--- config.mk ---
export PLATFORM = sky130hd
export DESIGN_NAME = garland_seq
export DESIGN_NICKNAME = d
export VERILOG_FILES = /design/src/rtl/garland_seq.sv
export SDC_FILE = /design/constraint.sdc
export NUM_CORES = 1
export LEC_CHECK = 0
export ABC_AREA = 0
export CORE_MARGIN = 8
export CORE_UTILIZATION = 64
export DETAILED_ROUTE_END_ITERATION = 7
export PLACE_DENSITY = 0.85
export SLEW_MARGIN = 40
export SYNTH_ARGS = -nofsm -noshare
export SYNTH_HDL_FRONTEND = slang
export SYNTH_SLANG_ARGS = --single-unit
--- constraint.sdc ---
create_clock -name CLK -period 2.71 [get_ports CLK]
set_input_delay 0.4065 -clock CLK [delete_from_list [all_inputs] [get_ports CLK]]
set_output_delay 0.4065 -clock CLK [all_outputs]
set_load 0.1 [all_outputs]
--- src/rtl/garland_seq.sv ---
// Parametrised LED garland sequencer: prescaled step timing, four runtime-selectable
// patterns, registered LED drive with step and cycle-done strobes.
module garland_seq #(
  parameter int N_LED       = 8,
  parameter int DIV_W       = 20,
  parameter int STEP_TICKS  = 16,
  parameter int FLASH_COUNT = 2
) (
  input  logic             CLK,
  input  logic             RST,
  input  logic             EN,
  input  logic [1:0]       MODE,
  output logic [N_LED-1:0] LED,
  output logic             STEP_STB,
  output logic             CYCLE_DONE
);

  localparam int H      = N_LED / 2;
  localparam int LEN0   = H + 2 * FLASH_COUNT;
  localparam int LEN1   = N_LED;
  localparam int LEN2   = 2 * N_LED - 2;
  localparam int LEN3   = 2;
  localparam int MAXLEN = (LEN2 > LEN0) ? LEN2 : LEN0;
  localparam int IDX_W  = (MAXLEN > 1) ? $clog2(MAXLEN) : 1;
  localparam bit H_ODD  = (H % 2) == 1;

  logic [DIV_W-1:0] div_q, div_d;
  logic [7:0]       stc_q, stc_d;
  logic [IDX_W-1:0] idx_q, idx_d, last_idx;
  logic [1:0]       mode_q, mode_d;
  logic [N_LED-1:0] led_q, led_d, pat;
  logic             stb_q, stb_d, done_q, done_d;
  logic             tick, step;
  logic [31:0]      idx_w;

  assign idx_w = 32'(idx_q);
  assign tick  = EN && (div_q == '1);
  assign step  = tick && (stc_q == 8'(STEP_TICKS - 1));

  // Per-bit pattern decode from the current mode and element index.
  genvar gi;
  generate
    for (gi = 0; gi < N_LED; gi++) begin : g_pat
      assign pat[gi] =
        (mode_q == 2'd0) ? ((idx_w < 32'(H))
                              ? ((32'(gi) + idx_w == 32'(H - 1)) || (32'(gi) == idx_w + 32'(H)))
                              : (idx_q[0] != H_ODD)) :
        (mode_q == 2'd1) ? (32'(gi) == idx_w) :
        (mode_q == 2'd2) ? ((idx_w < 32'(N_LED))
                              ? (32'(gi) == idx_w)
                              : (32'(gi) + idx_w == 32'(2 * N_LED - 2))) :
                           (idx_q == '0);
    end
  endgenerate

  always_comb begin
    last_idx = IDX_W'(LEN0 - 1);
    case (mode_q)
      2'd0:    last_idx = IDX_W'(LEN0 - 1);
      2'd1:    last_idx = IDX_W'(LEN1 - 1);
      2'd2:    last_idx = IDX_W'(LEN2 - 1);
      default: last_idx = IDX_W'(LEN3 - 1);
    endcase
  end

  always_comb begin
    div_d  = div_q;
    stc_d  = stc_q;
    idx_d  = idx_q;
    led_d  = led_q;
    mode_d = mode_q;
    stb_d  = 1'b0;
    done_d = 1'b0;
    if (MODE != mode_q) begin
      // A mode change restarts the pattern and swallows any coincident step.
      mode_d = MODE;
      idx_d  = '0;
      led_d  = '0;
      div_d  = '0;
      stc_d  = '0;
    end else if (EN) begin
      div_d = div_q + DIV_W'(1);
      if (tick) stc_d = step ? 8'd0 : stc_q + 8'd1;
      if (step) begin
        led_d  = pat;
        idx_d  = (idx_q == last_idx) ? '0 : idx_q + IDX_W'(1);
        stb_d  = 1'b1;
        done_d = (idx_q == last_idx);
      end
    end
  end

  always_ff @(posedge CLK) begin
    if (RST) begin
      div_q  <= '0;
      stc_q  <= '0;
      idx_q  <= '0;
      led_q  <= '0;
      mode_q <= MODE;
      stb_q  <= 1'b0;
      done_q <= 1'b0;
    end else begin
      div_q  <= div_d;
      stc_q  <= stc_d;
      idx_q  <= idx_d;
      led_q  <= led_d;
      mode_q <= mode_d;
      stb_q  <= stb_d;
      done_q <= done_d;
    end
  end

  assign LED        = led_q;
  assign STEP_STB   = stb_q;
  assign CYCLE_DONE = done_q;

endmodule

-- Word level (Yosys, flattened, before mapping)
Cells that the tools add are included.
- add/sub/neg operators: 10
- $lt $le $gt $ge: 2
- equal/unequal tests: 36
- multiplexer cells: 46
- bitwise operators: 2
- reduce and logical (&&, ||, !) cells: 21
- operator list (operator ; count):
    $eq 32x2->1 const B ; 7
    $eq 3x32->1 const A ; 3
    $eq 2x32->1 const A ; 2
    $logic_not 32->1 ; 2
    $mux 1 ; 41
    $eq 1x32->1 const A ; 1
    $eq 32x4->1 const B ; 1
    $eq 5x4->1 const B ; 6
    $add 20x1->20 const B ; 1
    $eq 20x20->1 const B ; 1
    $eq 3x4->1 const A ; 4
    $add 3x4->5 const A ; 3
    $add 2x4->5 const A ; 2
    $add 8x1->8 const B ; 1
    $eq 2x4->1 const A ; 2
    $eq 8x4->1 const B ; 1
    $logic_or 1x1->1 ; 8
    $mux 8 ; 1
    $pmux 4 s2 ; 1
    $add 1x4->5 const A ; 1
    $add 4x3->5 const B ; 1
    $eq 3x5->1 const A ; 1
    $add 4x1->4 const B ; 1
    $eq 1x4->1 const A ; 1
    19 further kinds ; 24
- bits in registers: 44
- input bits: 5
- output and inout bits: 10

-- Depth between registers and ports, before layout
- word-level depth: 6
- depth in mapped cells: 8
- mapped depth without buffers: 7

-- Worst setup path after synthesis
Ideal clock, no wire load.
- kind: in2reg
- start point: input EN
- end point: register led_q[1] (netlist: LED[1])
- arrival: 1806 ps
- required time: 2590 ps
- slack: 783 ps
- cell stages on the path: 7
- path through: buf_2 nand4_2 or2_2 nor4_4 buf_6 a21boi_1 a21oi_1
- cells in the longest elaborated chain, start to end: 3
- RTL lines (item ; line ; RTL):
    start, declared ; 11 ; input logic EN,
    $logic_and 1x1->1 ; 37 ; assign tick = EN && (div_q == '1);
    $logic_and 1x1->1 ; 38 ; assign step = tick && (stc_q == 8'(STEP_TICKS - 1));
    $reduce_and 2->1 (no source line) (*) ; - ;
    end signal, assigned ; 106 ; led_q <= led_d;
    end, declared ; 31 ; logic [N_LED-1:0] led_q, led_d, pat;
Mark *: on every way between the ends. The rest lies on a longest branch, timed or not.
A chain may end at the register's enable or synchronous reset.

-- Worst setup path in the final report
- start point: register idx_q[3]
- end point: register idx_q[3]
- cells in the longest elaborated chain, start to end: 2
- elaborated cells on any way between the ends: 3
- those cells by class: add/sub (1); eq/ne (1); mux (1)
- RTL lines (item ; line ; RTL):
    start, declared ; 29 ; logic [IDX_W-1:0] idx_q, idx_d, last_idx;
    start signal, assigned ; 105 ; idx_q <= idx_d;
    $add 4x1->4 or $eq 4x4->1 (tied branches) ; 86 ; idx_d = (idx_q == last_idx) ? '0 : idx_q + IDX_W'(1);
    $mux 4 (*) ; 86 ;
Marks and branches as above.

==> results by group <==
Global routing
  • Initial antenna violation count: 0
  • First-pass GRT wire length: 9590 µm
  • Global routing usage on met1: 20.5%
  • GR Util met2: 31.4%
  • Largest net degree at the start of global routing: 30
  • GR Util met3: 3.35%
  • Total GRT Usage: between 10% and 20%
  • GRT busiest layer: met2
  • Global route total overflow: 0
  • Vias in the first global route: 2,164

Setup path
  • CP endpoint kind: register
  • Startpoint Class: register
  • Worst reg-to-reg path cell count: 5
  • Worst path slowest cell: dfxtp_1
  • Cell Chain, Critical Path: and3b_1 -> and3_2 -> o21ai_2 -> or4b_1 -> a31oi_1
  • WP data arrival: 2.33 ns
  • CP Class: register to register
  • Reg2reg start: idx_q[3]
  • Worst stage delay on the critical path: 0.51 ns
  • RR Endpoint: idx_q[3]
  • Cell family with most CP delay: simple AND/OR/NAND/NOR gates
  • Worst endpoint required time: 2.94 ns
  • Critical path buffers and inverters: 0
  • Worst Path Max Fanout: 18
  • Setup slack, reg-to-reg: 0.61 ns

Floorplanning
  • Initial Util: 66.9%
  • Ports: 15
  • Die Height: 80.7 µm
  • Die area: 0.00651 mm²
  • Die W: approximately 81 µm
  • CORE AREA: ~0.0040 mm²
  • FP Rows: 23

STA
  • Max-slew headroom: ~60%
  • Tcrit/Tclk final: between 70% and 80%
  • Hold Fails Final Rpt: 0
  • Post-layout min period: 2.10 ns
  • # setup viols final: 0
  • Unrepaired setup endpoints after global routing: false
  • Worst clock skew: 0.0105 ns
  • Max-slew violation count: 0
  • Final WS setup: 0.611 ns
  • FMAX: 0.476 GHz
  • Setup tns final: 0 ns
  • Slew @ Worst Pin: 0.599 ns

Worst hold path
  • Worst Hold Class: register to register
  • Min-Delay Path Depth: 2
  • Hold EP: LED[3]
  • Worst hold path startpoint: LED[3]

Clock tree
  • Hold_buf cts: 0
  • Clock tree sinks: between 40 and 50
  • Resize count post-CTS: 0
  • Clk slew on worst S/H paths: roughly 0.090 ns
  • CTS buffer count: 5
  • CTS tree: built
  • H-tree Lvls: 2
  • Clock root buffer: clkbuf_8
  • Post-CTS setup buffers: 0
  • Insertion delay of the later-clocked pin in the worst-skew pair: 0.30 ns
  • Clk buf depth: 2

Routing
  • Vias: between 2,000 and 2,500
  • Via density: 6.04
  • Total wire length: 5600 µm
  • Iteration-0 DRC Markers: between 200 and 250
  • DRC: 0
  • Antenna-violating nets left: 0
  • DR pass1 iterations: 6
  • Routed length per instance: roughly 15 µm

Synthesis
  • Top_reg_cell synth: dfxtp_1
  • Ys Warns: 0
  • Post-synth EDFFs: 2
  • Cell Area, Synth: 0.00268 mm²
  • Mapped Cells: 310
  • Sequential fraction of the synthesis area: 33.7%
  • Mapped Nets: 330
  • Post-synth top area share: 31.4%
  • Register bit count reported by yosys: 44
  • Post-synth top area cell: dfxtp_1
  • Post-synth ARST share: 0%
  • Synth cell types: 66
  • Top post-synthesis cells by area: dfxtp_1 (31%), ha_1 (7.0%), xor2_1 (5.6%)
  • Mean Syn Cell Area: 8.63 µm²

Final layout
  • Synth-to-layout area growth: 8.93%
  • Diodes inserted: 0
  • Fillers: 312
  • Multi-input combinational cell area: 0.00162 mm²
  • Final instance area: 0.00292 mm²
  • Final #Nets: 343
  • FF+latch area: 901 µm²
  • Layout cells sized above 1: roughly 15%

Placement
  • HPWL after detailed placement: 4000 µm
  • Placer congestion estimate: 0.880
  • Area after DPL: 0.00281 mm²
  • Place WS: 0.363 ns
  • IO buf count: 14

Run status
  • Status: finished, final reports clean

Power and ir drop
  • Worst vdd ir: 0.378 mV
  • P_leak: 1.10 nW
  • Overall Power: roughly 1.2 mW
  • Power per Cell Area: 424 mW/mm²

Run
  • Number of max-cap violations: 0
## logic make-up (layout without fill, tap and decap cells)
kind of cell / after synthesis / after routing / synth area share, %
AOI/OAI and AO/OA: 56 / 56 / 13.7
xor gates and xnor gates: 26 / 26 / 8.51
adders and majority gates: 15 / 15 / 7.01
buffers and inverters: 26 / 40 / 5.80
DFF: 44 / 44 / 33.7
muxes: 3 / 3 / 1.17
and+or+nand+nor: 140 / 140 / 30.2
## layout make-up
type | count | share of cell area (%)
clock buffer | 6 | 2.49
clock inverter | 2 | 1.20
inverter | 7 | 0.901
multi-input combinational | 240 | 55.6
sequential | 44 | 30.9
tap | 50 | 2.15
timing repair buffer | 25 | 6.78
## synthesized netlist by cell type (2+ instances only)
cell      number
dfxtp_1       42
nor2_1        34
nand2_1       26
a21oi_1       17
xor2_1        17
ha_1          15
nand3_1       12
nand4_1       12
o21ai_0        9
xnor2_1        9
clkbuf_1       8
inv_1          7
nor3_1         7
a31oi_1        5
nor2b_1        5
and3_1         4
nand2b_1       4
nand3b_1       4
or2_2          4
or3_1          4
buf_2          3
buf_6          3
clkbuf_8       3
o21bai_1       3
o31ai_1        3
a21boi_0       2
a311oi_1       2
edfxtp_1       2
mux2i_1        2
nand4_2        2
nand4b_1       2
nor3b_1        2
o22ai_1        2
or4_1          2
## cells in the final DEF, fill, tap and decap left out, drive strengths merged, types with 3 or more instances in the layout
cell type and count:
inv 7, or2 4, clkbuf 6, nand3b 4, buf 21, nand2 26
a31oi 5, clkdlybuf4s50 4, xnor2 9, nand3 13, nand2b 4, dfxtp 42
or4 3, or3 5, nor2b 5, ha 15, o21bai 3, a21oi 17
and4 3, a21boi 3, and3 6, nor3 8, xor2 17, nand4 14
nor2 36, o21ai 10, o31ai 3
## stage by stage
stage | utilization [%] | hold slack (ns) | instances
2_1_floorplan | - | 0.452 | 310
3_3_place_gp | 70.2 | 0.442 | 366
3_5_place_dp | 70.2 | 0.453 | 366
4_1_cts | 72.9 | 0.475 | 374
5_1_grt | 72.9 | 0.494 | 374
6_report | 72.9 | 0.470 | 374
## state kept, by name (all words and copies together) (netlist names)
register / cells
CYCLE_DONE: 1
LED: 8
STEP_STB: 1
div_q: 20
idx_q: 4
mode_q: 2
stc_q: 8
## routing by layer
metal | share of wire [%] | wire length [µm] | vias to the layer above
met5 | 0 | 0 | -
met4 | 1.8 | 99 | 0
met3 | 4.3 | 242 | 17
met2 | 50 | 2820 | 67
met1 | 43 | 2430 | 1042
li1 | - | - | 1132
## worst register-to-register path, delay by kind of cell, from the launching register on
kind	cells	cell delay, ns
AND/OR/NAND/NOR	3	1.08
flip-flops	1	0.51
AO/OA/AOI/OAI	2	0.44
## how the worst max path moves through the flow
| stage | to | slack (ns) | cells after the start | startpoint |
|---|---|---|---|---|
| 2_1_floorplan | LED[1] | 0.78 | 7 | EN |
| 3_3_place_gp | stc_q[7] | 0.42 | 7 | EN |
| 3_5_place_dp | stc_q[7] | 0.36 | 7 | EN |
| 4_1_cts | idx_q[3] | 0.60 | 5 | idx_q[3] |
| 5_1_grt | idx_q[3] | 0.51 | 5 | idx_q[3] |
| 6_report | idx_q[3] | 0.61 | 5 | idx_q[3] |
## where the power goes
group / total [mW] / switching (mW) / internal, mW / leakage, nW
clock: 0.491 / 0.218 / 0.274 / 0.0552
combinational: 0.0853 / 0.0499 / 0.0353 / 0.683
sequential: 0.659 / 0.00383 / 0.655 / 0.359
total: 1.24 / 0.272 / 0.964 / 1.10
No activity file was read; power rests on OpenSTA's default activity.
